[src/rtl/if_stage.sv]
// Instruction-fetch stage: owns the PC and the IF/ID register, and halts fetch
// permanently (until reset) on a misaligned or out-of-range fetch address.
module if_stage #(
  parameter logic [31:0] RESET_PC = 32'h00003000,
  parameter int unsigned IM_DEPTH = 4096,
  parameter logic [31:0] NOP_WORD = 32'h00000000
) (
  input  logic        clk,
  input  logic        reset,
  input  logic        stall,
  input  logic        redirect,
  input  logic [31:0] redirect_pc,
  input  logic        clear,
  input  logic [31:0] im_instr,
  output logic [31:0] im_addr,
  output logic [31:0] instr_D,
  output logic [31:0] pc_D,
  output logic [31:0] pc4_D,
  output logic        valid_D,
  output logic        fault,
  output logic [31:0] fault_pc,
  output logic [31:0] fetch_count
);

  localparam logic [31:0] LastPc = RESET_PC + 32'(IM_DEPTH * 4) - 32'd4;

  typedef enum logic [0:0] {StRun, StHalt} state_e;

  state_e      state_q, state_d;
  logic [31:0] pc_q, pc_d;
  logic [31:0] instr_q, instr_d;
  logic [31:0] pcd_q, pcd_d;
  logic [31:0] pc4d_q, pc4d_d;
  logic        valid_q, valid_d;
  logic        fault_q, fault_d;
  logic [31:0] fault_pc_q, fault_pc_d;
  logic [31:0] count_q, count_d;
  logic [31:0] pc_plus4;
  logic        bad;

  assign pc_plus4 = pc_q + 32'd4;
  assign bad      = (pc_q[1:0] != 2'b00) || (pc_q < RESET_PC) || (pc_q > LastPc);

  always_comb begin
    state_d    = state_q;
    pc_d       = pc_q;
    instr_d    = instr_q;
    pcd_d      = pcd_q;
    pc4d_d     = pc4d_q;
    valid_d    = valid_q;
    fault_d    = fault_q;
    fault_pc_d = fault_pc_q;
    count_d    = count_q;
    unique case (state_q)
      StRun: begin
        // A stall freezes everything, including the fault check.
        if (!stall) begin
          if (bad) begin
            state_d    = StHalt;
            fault_d    = 1'b1;
            fault_pc_d = pc_q;
            instr_d    = NOP_WORD;
            valid_d    = 1'b0;
            pcd_d      = pc_q;
            pc4d_d     = pc_plus4;
          end else begin
            if (clear) begin
              instr_d = NOP_WORD;
              valid_d = 1'b0;
            end else begin
              instr_d = im_instr;
              valid_d = 1'b1;
              count_d = count_q + 32'd1;
            end
            pcd_d  = pc_q;
            pc4d_d = pc_plus4;
            pc_d   = redirect ? redirect_pc : pc_plus4;
          end
        end
      end
      StHalt: begin
        instr_d = NOP_WORD;
        valid_d = 1'b0;
        pcd_d   = pc_q;
        pc4d_d  = pc_plus4;
      end
      default: state_d = StHalt;
    endcase
  end

  always_ff @(posedge clk or posedge reset) begin
    if (reset) begin
      state_q    <= StRun;
      pc_q       <= RESET_PC;
      instr_q    <= NOP_WORD;
      pcd_q      <= RESET_PC;
      pc4d_q     <= RESET_PC + 32'd4;
      valid_q    <= 1'b0;
      fault_q    <= 1'b0;
      fault_pc_q <= 32'd0;
      count_q    <= 32'd0;
    end else begin
      state_q    <= state_d;
      pc_q       <= pc_d;
      instr_q    <= instr_d;
      pcd_q      <= pcd_d;
      pc4d_q     <= pc4d_d;
      valid_q    <= valid_d;
      fault_q    <= fault_d;
      fault_pc_q <= fault_pc_d;
      count_q    <= count_d;
    end
  end

  assign im_addr     = pc_q;
  assign instr_D     = instr_q;
  assign pc_D        = pcd_q;
  assign pc4_D       = pc4d_q;
  assign valid_D     = valid_q;
  assign fault       = fault_q;
  assign fault_pc    = fault_pc_q;
  assign fetch_count = count_q;

endmodule

[config.mk]
export PLATFORM = sky130hd
export DESIGN_NAME = if_stage
export DESIGN_NICKNAME = d
export VERILOG_FILES = /design/src/rtl/if_stage.sv
export SDC_FILE = /design/constraint.sdc
export NUM_CORES = 1
export LEC_CHECK = 0
export BUFFER_PORTS_ARGS = -buffer_cell sky130_fd_sc_hd__buf_2
export CAP_MARGIN = 15
export CELL_PAD_IN_SITES_DETAIL_PLACEMENT = 0
export CELL_PAD_IN_SITES_GLOBAL_PLACEMENT = 1
export CORE_MARGIN = 3
export CORE_UTILIZATION = 35
export DETAILED_ROUTE_END_ITERATION = 10
export PLACE_DENSITY_LB_ADDON = 0.1
export SYNTH_ARGS = -nofsm -noshare
export SYNTH_HDL_FRONTEND = slang
export SYNTH_SLANG_ARGS = --single-unit
[constraint.sdc]
create_clock -name clk -period 8.2 [get_ports clk]
set_input_delay 0.82 -clock clk [delete_from_list [all_inputs] [get_ports clk]]
set_output_delay 0.82 -clock clk [all_outputs]
set_load 0.05 [all_outputs]
==> results of run 1 <==
==> placed cells by master (no fill, tap or decap), types with 4 or more instances in the layout <==
master and instances:
dfrtp_1 186, nand3_1 27, a21o_1 20, dfstp_2 7, xnor2_1 38, nor3_1 11, clkinv_8 4, or3_1 4
a22oi_1 6, o2bb2ai_1 6, buf_2 262, inv_1 8, a21oi_1 9, clkbuf_16 17, xor2_1 21, nor2_1 19
nand2_1 154, a22o_1 33, inv_6 4, nand4_1 18, nor4_4 5, buf_4 6, and3_1 10, o21ai_0 47
clkinv_4 4, mux2_2 26
==> worst paths after layout <==
kind,slack (ns),cells past startpoint,start,endpoint
max in group asynchronous,6.21,3,reset,fault_pc[19]
max,4.83,5,im_addr[28],im_addr[16]
min,0.46,2,pc_D[17],pc_D[17]
min in group asynchronous,0.57,2,reset,pc_D[6]
max reg2reg,4.83,5,im_addr[28],im_addr[16]
min reg2reg,0.46,2,pc_D[17],pc_D[17]
==> state kept, by name, indices dropped and copies added, names as in the netlist <==
signal / count
fault_pc: 32
fetch_count: 32
im_addr: 32
instr_D: 32
pc_D: 32
pc4_D: 30
fault: 1
state_q: 1
valid_D: 1
==> per-layer routing <==
layer  up-vias  track usage, %
li1       2996               -
met1      2986           26.22
met2       161           28.52
met3        19           3.833
met4         0           5.285
met5         -               0
==> where the power goes <==
| part | switching [mW] | internal [mW] | leakage (nW) |
|---|---|---|---|
| clock network | 0.409 | 0.436 | 0.292 |
| logic | 0.193 | 0.0590 | 2.62 |
| registers | 0.0330 | 0.985 | 2.58 |
| total | 0.635 | 1.48 | 5.48 |
==> layout make-up <==
| class | instances | area [µm²] |
|---|---|---|
| clock buffers | 17 | 425.4 |
| clock inverters | 14 | 176.4 |
| fillers | 2231 | 12450 |
| multi-input cells | 483 | 3055 |
| diodes | 1 | 2.502 |
| repair buffers | 268 | 1356 |
| well taps | 285 | 356.6 |
| flip-flops and latches | 193 | 4838 |
| inverters | 10 | 45.04 |
==> worst max-delay path, cell delays in order, from the launching register on <==
cell	delay [ns]
dfrtp_1	0.48
nor4_1	0.53
o211ai_2	0.40
nor4_4	0.87
and2_1	0.80
a21o_1	0.22
==> per-stage QoR <==
stage          hold WS, ns  cells
6_report            0.4612   1271
2_1_floorplan       0.4885    737
5_1_grt             0.4892   1271
3_3_place_gp        0.4421   1239
4_1_cts             0.4668   1270
3_5_place_dp        0.4467   1239
==> cell families after synthesis <==
logic type | Yosys count
and+or+nand+nor | 264
xor gates and xnor gates | 59
buffers and inverters | 61
AOI/OAI and AO/OA | 129
DFF | 193
adders and majority gates | 2
muxes | 29
==> reports/qor.txt, run 1 <==
setup ws final = 4.835 ns
cell area after synthesis = 8130 µm²
part of the Yosys area used for sequential elements = 59.51%
Final Critical Period = 3.365 ns
DRC = 0
die area = 25090 µm²
syn nets = 808
YS warnings = 0
Achievable Freq = 0.2972 GHz
crit end category = register
most frequent cell after synthesis = dfrtp_1
area delta synth->final = 26.15%
Max Root-Sink Buffers = 2
Sum Neg Setup Slack = 0 ns
drt pass-1 iters = 4
number of synthesized flops with an enable pin = 0
Post-Synth Adder-Cell Area = 0.3078%
Synth Area in XOR/XNOR = 6.356%
worst min path class = register to register
Setup Skew = 0.01402 ns
total leakage power = 5.484 nW
via count = 6162
Starting Density = 35.80%
CTS Root Cell = clkbuf_16
H-tree levels = 4
ys async rst share = 100.0%
compound-cell area share of the yosys netlist = 10.82%
hpwl dp = 16200 µm
P per Cell Area = 206.2 nW/µm²
Commonest cells post-synth = 186 x dfrtp_1, 154 x nand2_1, 47 x o21ai_0, 38 x xnor2_1, 33 x a22o_1
status = complete, no violations
metal3 WL = 1204 µm
max-cap violation count = 0
CTS tree = built
WL met1 = 10880 µm
Final Routed Wirelength = 23480 µm
clk slew on worst S/H paths = 0.08 ns
share of layout cells above drive strength 1 = 35.23%
measured slew at the worst slew-check pin = 1.069 ns
Total Routing Usage GR = 18.40%
post-CTS setup buffer count = 0
vias in the first global route = 6026
Final #Nets = 1044
Final Core Density = 45.16%
total clock sinks = 193
VDD IR max = 0.0001223 V
initial DRC count = 301
Max FO, Critical Path = 21
Post-DP Area = 9652 µm²
Rel. slew slack = 28.76%
Hold Violations, Final = 0
Total Power = 2.115 mW
syn avg cell area = 11.03 µm²
global route overflow = 0
core region area = 22710 µm²
io pins = 263
crit share post-route = 41.04%
die height = 158.4 µm
CP arrival = 3.72 ns
largest family of logic cells by synthesized area = simple AND/OR/NAND/NOR gates
post-synth top area share = 57.25%
Synth Area in Simple Gates = 15.71%
Routed Antenna Nets = 0
distinct cell type count after synthesis = 45
first-pass GRT wire length = 35790 µm
post-place setup slack = 4.744 ns
CTS Buf Count = 17
Port Buf Inserts = 262
met2 routed WL = 11070 µm
Clock Latency Late Sink = 0.43 ns
post-CTS sizing = 0
Slew Viols, Final = 0
Synth area leader = dfrtp_1
RSZ-0062 raised after global routing = false
crit path kind = register to register
Highest Signal Layer = met4
post-DR wirelength/cell = 18.48 µm
WP data required = 8.56 ns
hold buffers post-CTS = 0
mux contribution to synthesized area = 3.970%
top area cells in the synthesized netlist = dfrtp_1 57%, nand2_1 7.1%, xnor2_1 4.1%
Synth Instances = 737
Synth Register Bits = 193
pin count of the biggest net entering global routing = 129
Final setup viols = 0
top_reg_cell synth = dfrtp_1
final RePlAce weighted congestion = 0.7621
vias per cell = 4.848
DIE WIDTH = 158.4 µm
Rows = 55
final instance area = 10260 µm²
Startpoint Class = register
antenna violations before repair = 1
Power figures use the tool's default switching activity.
==> run 2: changes to the inputs <==
clock period = 3.1 ns   (was 8.2 ns; I/O delays follow)
==> reports/qor.txt, run 2 (same netlist as run 1, synthesis figures left out) <==
Total Power = 5.566 mW (+160%)
Final Routed Wirelength = 23220 µm (-1.1%)
CTS Root Cell = clkbuf_16
most common cell after layout, fill and taps aside = buf_2
initial DRC count = 313 (+4.0%)
worst hold slack = 0.07178 ns (-0.3894 ns)
cell-internal power = 3.911 mW (+160%)
pin count of the biggest net entering global routing = 92 (-29%)
Total Routing Usage GR = 18.48% (+0.077 points)
Final #Nets = 1059 (+1.4%)
Max FO, Critical Path = 33 (+57%)
measured slew at the worst slew-check pin = 0.9287 ns (-0.1398 ns)
Achievable Freq = 0.3874 GHz (+30%)
crit end category = register
antenna violations before repair = 0 (-1)
Hold Violations, Final = 0 (unchanged)
Seq pwr share = 48.2% (about the same)
share of layout cells above drive strength 1 = 36.10% (+0.87 points)
Routed Antenna Nets = 0 (unchanged)
clk slew on worst S/H paths = 0.08 ns (about the same)
total leakage power = 5.564 nW (+1.5%)
max-cap violation count = 0 (unchanged)
net switching power = 1.655 mW (+160%)
status = complete, no violations
crit share post-route = 83.26% (+42 points)
Gate power share = 12.5% (+0.6 points)
Final Critical Period = 2.581 ns (-0.7840 ns)
clock group share of total power = 39.4% (-0.6 points)
Final Instance Count excl. Fillers = 1286 (+1.2%)
Setup Skew = 0.01215 ns (-0.001871 ns)
Max Root-Sink Buffers = 2 (unchanged)
WP data required = 3.47 ns (-5.09 ns)
sw frac = 29.73% (-0.30 points)
DRC = 0 (unchanged)
crit path kind = register to register
Final setup viols = 0 (unchanged)
DIE WIDTH = 158.4 µm (unchanged)
core region area = 22710 µm² (unchanged)
RSZ-0062 raised after global routing = false
die height = 158.4 µm (unchanged)
vias in the first global route = 6107 (+1.3%)
via count = 6290 (+2.1%)
total clock sinks = 193 (unchanged)
DP Cell Count = 1253 (+1.1%)
Fill cells = 2229 (-0.090%)
FF+latch area = 4838 µm² (unchanged)
Port Buf Inserts = 262 (unchanged)
drt pass-1 iters = 6 (+2)
Starting Density = 35.80% (unchanged)
vias per cell = 4.891 (+0.89%)
Rel. slew slack = 38.08% (+9.3 points)
post-DR wirelength/cell = 18.06 µm (-2.3%)
die area = 25090 µm² (unchanged)
Slew Viols, Final = 0 (unchanged)
Startpoint Class = register
final RePlAce weighted congestion = 0.7483 (-1.8%)
CTS tree = built
VDD IR max = 0.0003298 V (+170%)
most frequent cells in the layout = 262 x buf_2, 186 x dfrtp_1, 154 x nand2_1, 47 x o21ai_0, 38 x xnor2_1
global route overflow = 0 (unchanged)
Multi-input gate area = 3055 µm² (unchanged)
CTS Buf Count = 17 (unchanged)
CP arrival = 2.95 ns (-0.77 ns)
first-pass GRT wire length = 36070 µm (+0.77%)
worst min path class = input port to register
Clock Latency Late Sink = 0.43 ns (about the same)
Rows = 55 (unchanged)
P per Cell Area = 534.8 nW/µm² (+160%)
io pins = 263 (unchanged)
hpwl dp = 16340 µm (+0.82%)
area delta synth->final = 27.99%
H-tree levels = 4 (unchanged)
Sum Neg Setup Slack = 0 ns (unchanged)
-- run 2: timing repair --
action                     CTS  global route
setup buffers                0             0
hold buffers                 1             0
hold endpoints to repair    20             0
setup endpoints to repair    0             0
resized for setup            0             0
-- run 2: worst max-delay path: stages, from the launching register on --
cell and delay, ns:
dfrtp_1 0.46, nor4_1 0.52, o211ai_2 0.43, nor3b_4 0.48, buf_4 0.42, a22o_1 0.19
-- run 2: routing by layer --
metal	up-vias	wire (µm)	GRT usage, %	part of all wire, %
met5	-	0	0	0
met4	0	222	4.179	0.96
met3	12	1338	4.594	5.8
met2	165	11020	28.72	47
met1	3089	10630	26.30	46
li1	3024	-	-	-
-- run 2: area by class of cell --
type	count	share of cell area, %
Tap cell	285	3.427
Multi-Input combinational cell	483	29.36
Antenna cell	1	0.02405
Clock buffer	17	4.088
Timing Repair Buffer	283	14.74
Sequential cell	193	46.50
Inverter	10	0.3968
Clock inverter	14	1.467
-- run 2: power groups by stage --
| stage | clock network, mW | registers, mW | logic [mW] |
|---|---|---|---|
| floorplan | 0 | 3.02 | 0.173 |
| global placement | 0 | 2.73 | 0.703 |
| detailed placement | 0 | 2.73 | 0.704 |
| CTS | 2.26 | 2.68 | 0.706 |
| global route | 2.35 | 2.69 | 0.741 |
| finish | 2.19 | 2.68 | 0.693 |
-- run 2: per-stage QoR --
stage	util [%]	setup WS [ns]	cell area [µm²]
after floorplan	-	0.3053	8134
after global routing	45.81	0.2914	10400
final	45.82	0.5189	10410
after global placement	43.22	0.5621	9816
after CTS	45.81	0.4917	10400
after detailed placement	43.22	0.5146	9816
-- run 2: path summary, 6_finish.rpt --
kind                           startpoint           to  cells past startpoint  slack [ns]
max reg2reg                   im_addr[28]  instr_D[20]                      5        0.52
min                        redirect_pc[0]   im_addr[0]                      2        0.07
min in group asynchronous           reset     pc4_D[8]                      3        0.49
max in group asynchronous           reset  im_addr[16]                      4        1.70
min reg2reg                      pc_D[13]     pc_D[13]                      2        0.46
max                           im_addr[28]  instr_D[20]                      5        0.52
==> run 3: changes to the inputs <==
clock period = 2.1 ns   (was 3.1 ns; I/O delays follow)
==> reports/qor.txt, run 3 (same netlist as run 1, synthesis figures left out) <==
status = complete, no violations
vias in the first global route = 6511 (+6.6%)
total clock sinks = 193 (unchanged)
Hold EP = im_addr[30]
DRC = 0 (unchanged)
worst hold stages = 2 (unchanged)
n_diodes = 0 (-1)
WP data required = 2.46 ns (-1.01 ns)
die area = 25090 µm² (unchanged)
net switching power = 2.563 mW (+55%)
Total Routing Usage GR = 19.19% (+0.71 points)
final instance area = 11340 µm² (+8.9%)
reg2reg start = im_addr[26]
FF-to-FF setup slack = 0.13 ns (-0.39 ns)
share of layout cells above drive strength 1 = 37.26% (+1.2 points)
H-tree levels = 4 (unchanged)
Slew Viols, Final = 0 (unchanged)
hold_sp = redirect_pc[30]
die height = 158.4 µm (unchanged)
most common cell after layout, fill and taps aside = buf_2
crit path kind = register to register
hpwl dp = 16750 µm (+2.5%)
cell-internal power = 5.811 mW (+49%)
CTS Root Cell = clkbuf_16
Clock Latency Late Sink = 0.44 ns (about the same)
measured slew at the worst slew-check pin = 0.6967 ns (-0.2320 ns)
VDD IR max = 0.0005012 V (+52%)
Worst R2R End = fetch_count[5]
DIE WIDTH = 158.4 µm (unchanged)
Startpoint Class = register
Final Core Density = 49.92% (+4.1 points)
Setup Skew = 0.01800 ns (+0.005854 ns)
max-cap violation count = 0 (unchanged)
clk slew on worst S/H paths = 0.08 ns (about the same)
Port Buf Inserts = 262 (unchanged)
worst min path class = input port to register
crit share post-route = 93.74% (+10 points)
Gate power share = 14.2% (+1.7 points)
P per Cell Area = 738.8 nW/µm² (+38%)
Max FO, Critical Path = 6 (-82%)
Routed Antenna Nets = 0 (unchanged)
most frequent cells in the layout = 262 x buf_2, 186 x dfrtp_1, 154 x nand2_1, 54 x buf_4, 51 x dlygate4sd3_1
worst-case reg-to-reg path depth = 7 (+2)
Rel. slew slack = 53.46% (+15 points)
drt pass-1 iters = 4 (-2)
clock group share of total power = 38.9% (-0.5 points)
Total Power = 8.375 mW (+50%)
Final Critical Period = 1.968 ns (-0.6127 ns)
Post-DP Area = 10160 µm² (+3.5%)
first-pass GRT wire length = 37440 µm (+3.8%)
area delta synth->final = 39.43%
crit end category = register
Rows = 55 (unchanged)
initial DRC count = 319 (+1.9%)
final RePlAce weighted congestion = 0.7325 (-2.1%)
vias per cell = 4.788 (-2.1%)
worst hold slack = 0.02040 ns (-0.05138 ns)
io pins = 263 (unchanged)
core region area = 22710 µm² (unchanged)
Starting Density = 35.80% (unchanged)
Sum Neg Setup Slack = 0 ns (unchanged)
total leakage power = 6.028 nW (+8.3%)
Final setup viols = 0 (unchanged)
Max Root-Sink Buffers = 2 (unchanged)
Seq pwr share = 46.9% (-1.3 points)
CTS tree = built
antenna violations before repair = 1 (+1)
Hold Violations, Final = 0 (unchanged)
Achievable Freq = 0.5080 GHz (+31%)
Final #Nets = 1153 (+8.9%)
CP arrival = 2.33 ns (-0.62 ns)
Final Routed Wirelength = 23830 µm (+2.6%)
pin count of the biggest net entering global routing = 86 (-6.5%)
CTS Buf Count = 17 (unchanged)
sw frac = 30.61% (+0.88 points)
global route overflow = 0 (unchanged)
via count = 6607 (+5.0%)
post-DR wirelength/cell = 17.27 µm (-4.4%)
## run 3: changes by cell type in the layout (fill, tap and decap cells not counted), moves of 2 or more
| cell | before | now |
|---|---|---|
| dlygate4sd3_1 | 1 | 51 |
| buf_4 | 15 | 54 |
| nor4_4 | 5 | 7 |
| clkinv_8 | 1 | 4 |
| buf_12 | 5 | 9 |
## run 3: area by class of cell
type | instances | area, µm²
well taps | 285 | 356.6
clock buffers | 17 | 425.4
clock inverters | 15 | 166.4
inverters | 10 | 41.29
repair buffers | 377 | 2419
fillers | 2120 | 11370
multi-input cells | 483 | 3089
flip-flops and latches | 193 | 4838
## run 3: timing repair
action	4_1_cts	5_1_grt
setup buffers	1	4
pin swaps	1	4
hold buffers	51	0
setup endpoints to repair	2	75
resized for setup	0	5
endpoints found under the hold margin	72	0
## run 3: worst max-delay path by stage
| stage | startpoint | to | slack (ns) | depth (start not counted) |
|---|---|---|---|---|
| final | im_addr[26] | fetch_count[5] | 0.13 | 7 |
| after global routing | im_addr[22] | im_addr[2] | -0.0008 | 6 |
| after CTS | im_addr[18] | fetch_count[27] | 0.007 | 6 |
| after detailed placement | im_addr[28] | fetch_count[5] | -0.01 | 6 |
| after global placement | im_addr[18] | fault_pc[24] | 0.04 | 5 |
| after floorplan | reset | fault | -0.59 | 1 |
## run 3: power by group through the flow
stage	clock, mW	combinational (mW)	sequential, mW
floorplan	0	0.256	4.47
global placement	0	1.11	4.00
detailed placement	0	1.11	4.00
CTS	3.36	1.19	3.93
global route	3.52	1.27	3.94
finish	3.26	1.19	3.93
## run 3: worst max-delay path, cell delays in order (launching register included)
cell and delay, ns:
dfrtp_1 0.42, nor4_4 0.31, o211ai_2 0.11, buf_4 0.19, buf_4 0.15, or3_1 0.40, nor2_1 0.15, xor2_1 0.16
## run 3: routing by layer
| metal | vias to the layer above | part of all wire, % | global-route usage (%) | wire length, µm |
|---|---|---|---|---|
| met5 | - | 0.084 | 0 | 20 |
| met2 | 151 | 48 | 30.36 | 11400 |
| met1 | 3213 | 46 | 26.82 | 11010 |
| met4 | 2 | 1.2 | 4.834 | 290 |
| met3 | 20 | 4.7 | 4.512 | 1111 |
| li1 | 3221 | - | - | - |
## run 3: stage by stage
step                      std cells  setup slack [ns]
final                          1380            0.1315
after global routing           1380        -0.0008482
after CTS                      1376          0.007118
after detailed placement       1292          -0.01175
after global placement         1292           0.03812
after floorplan                 737           -0.5947
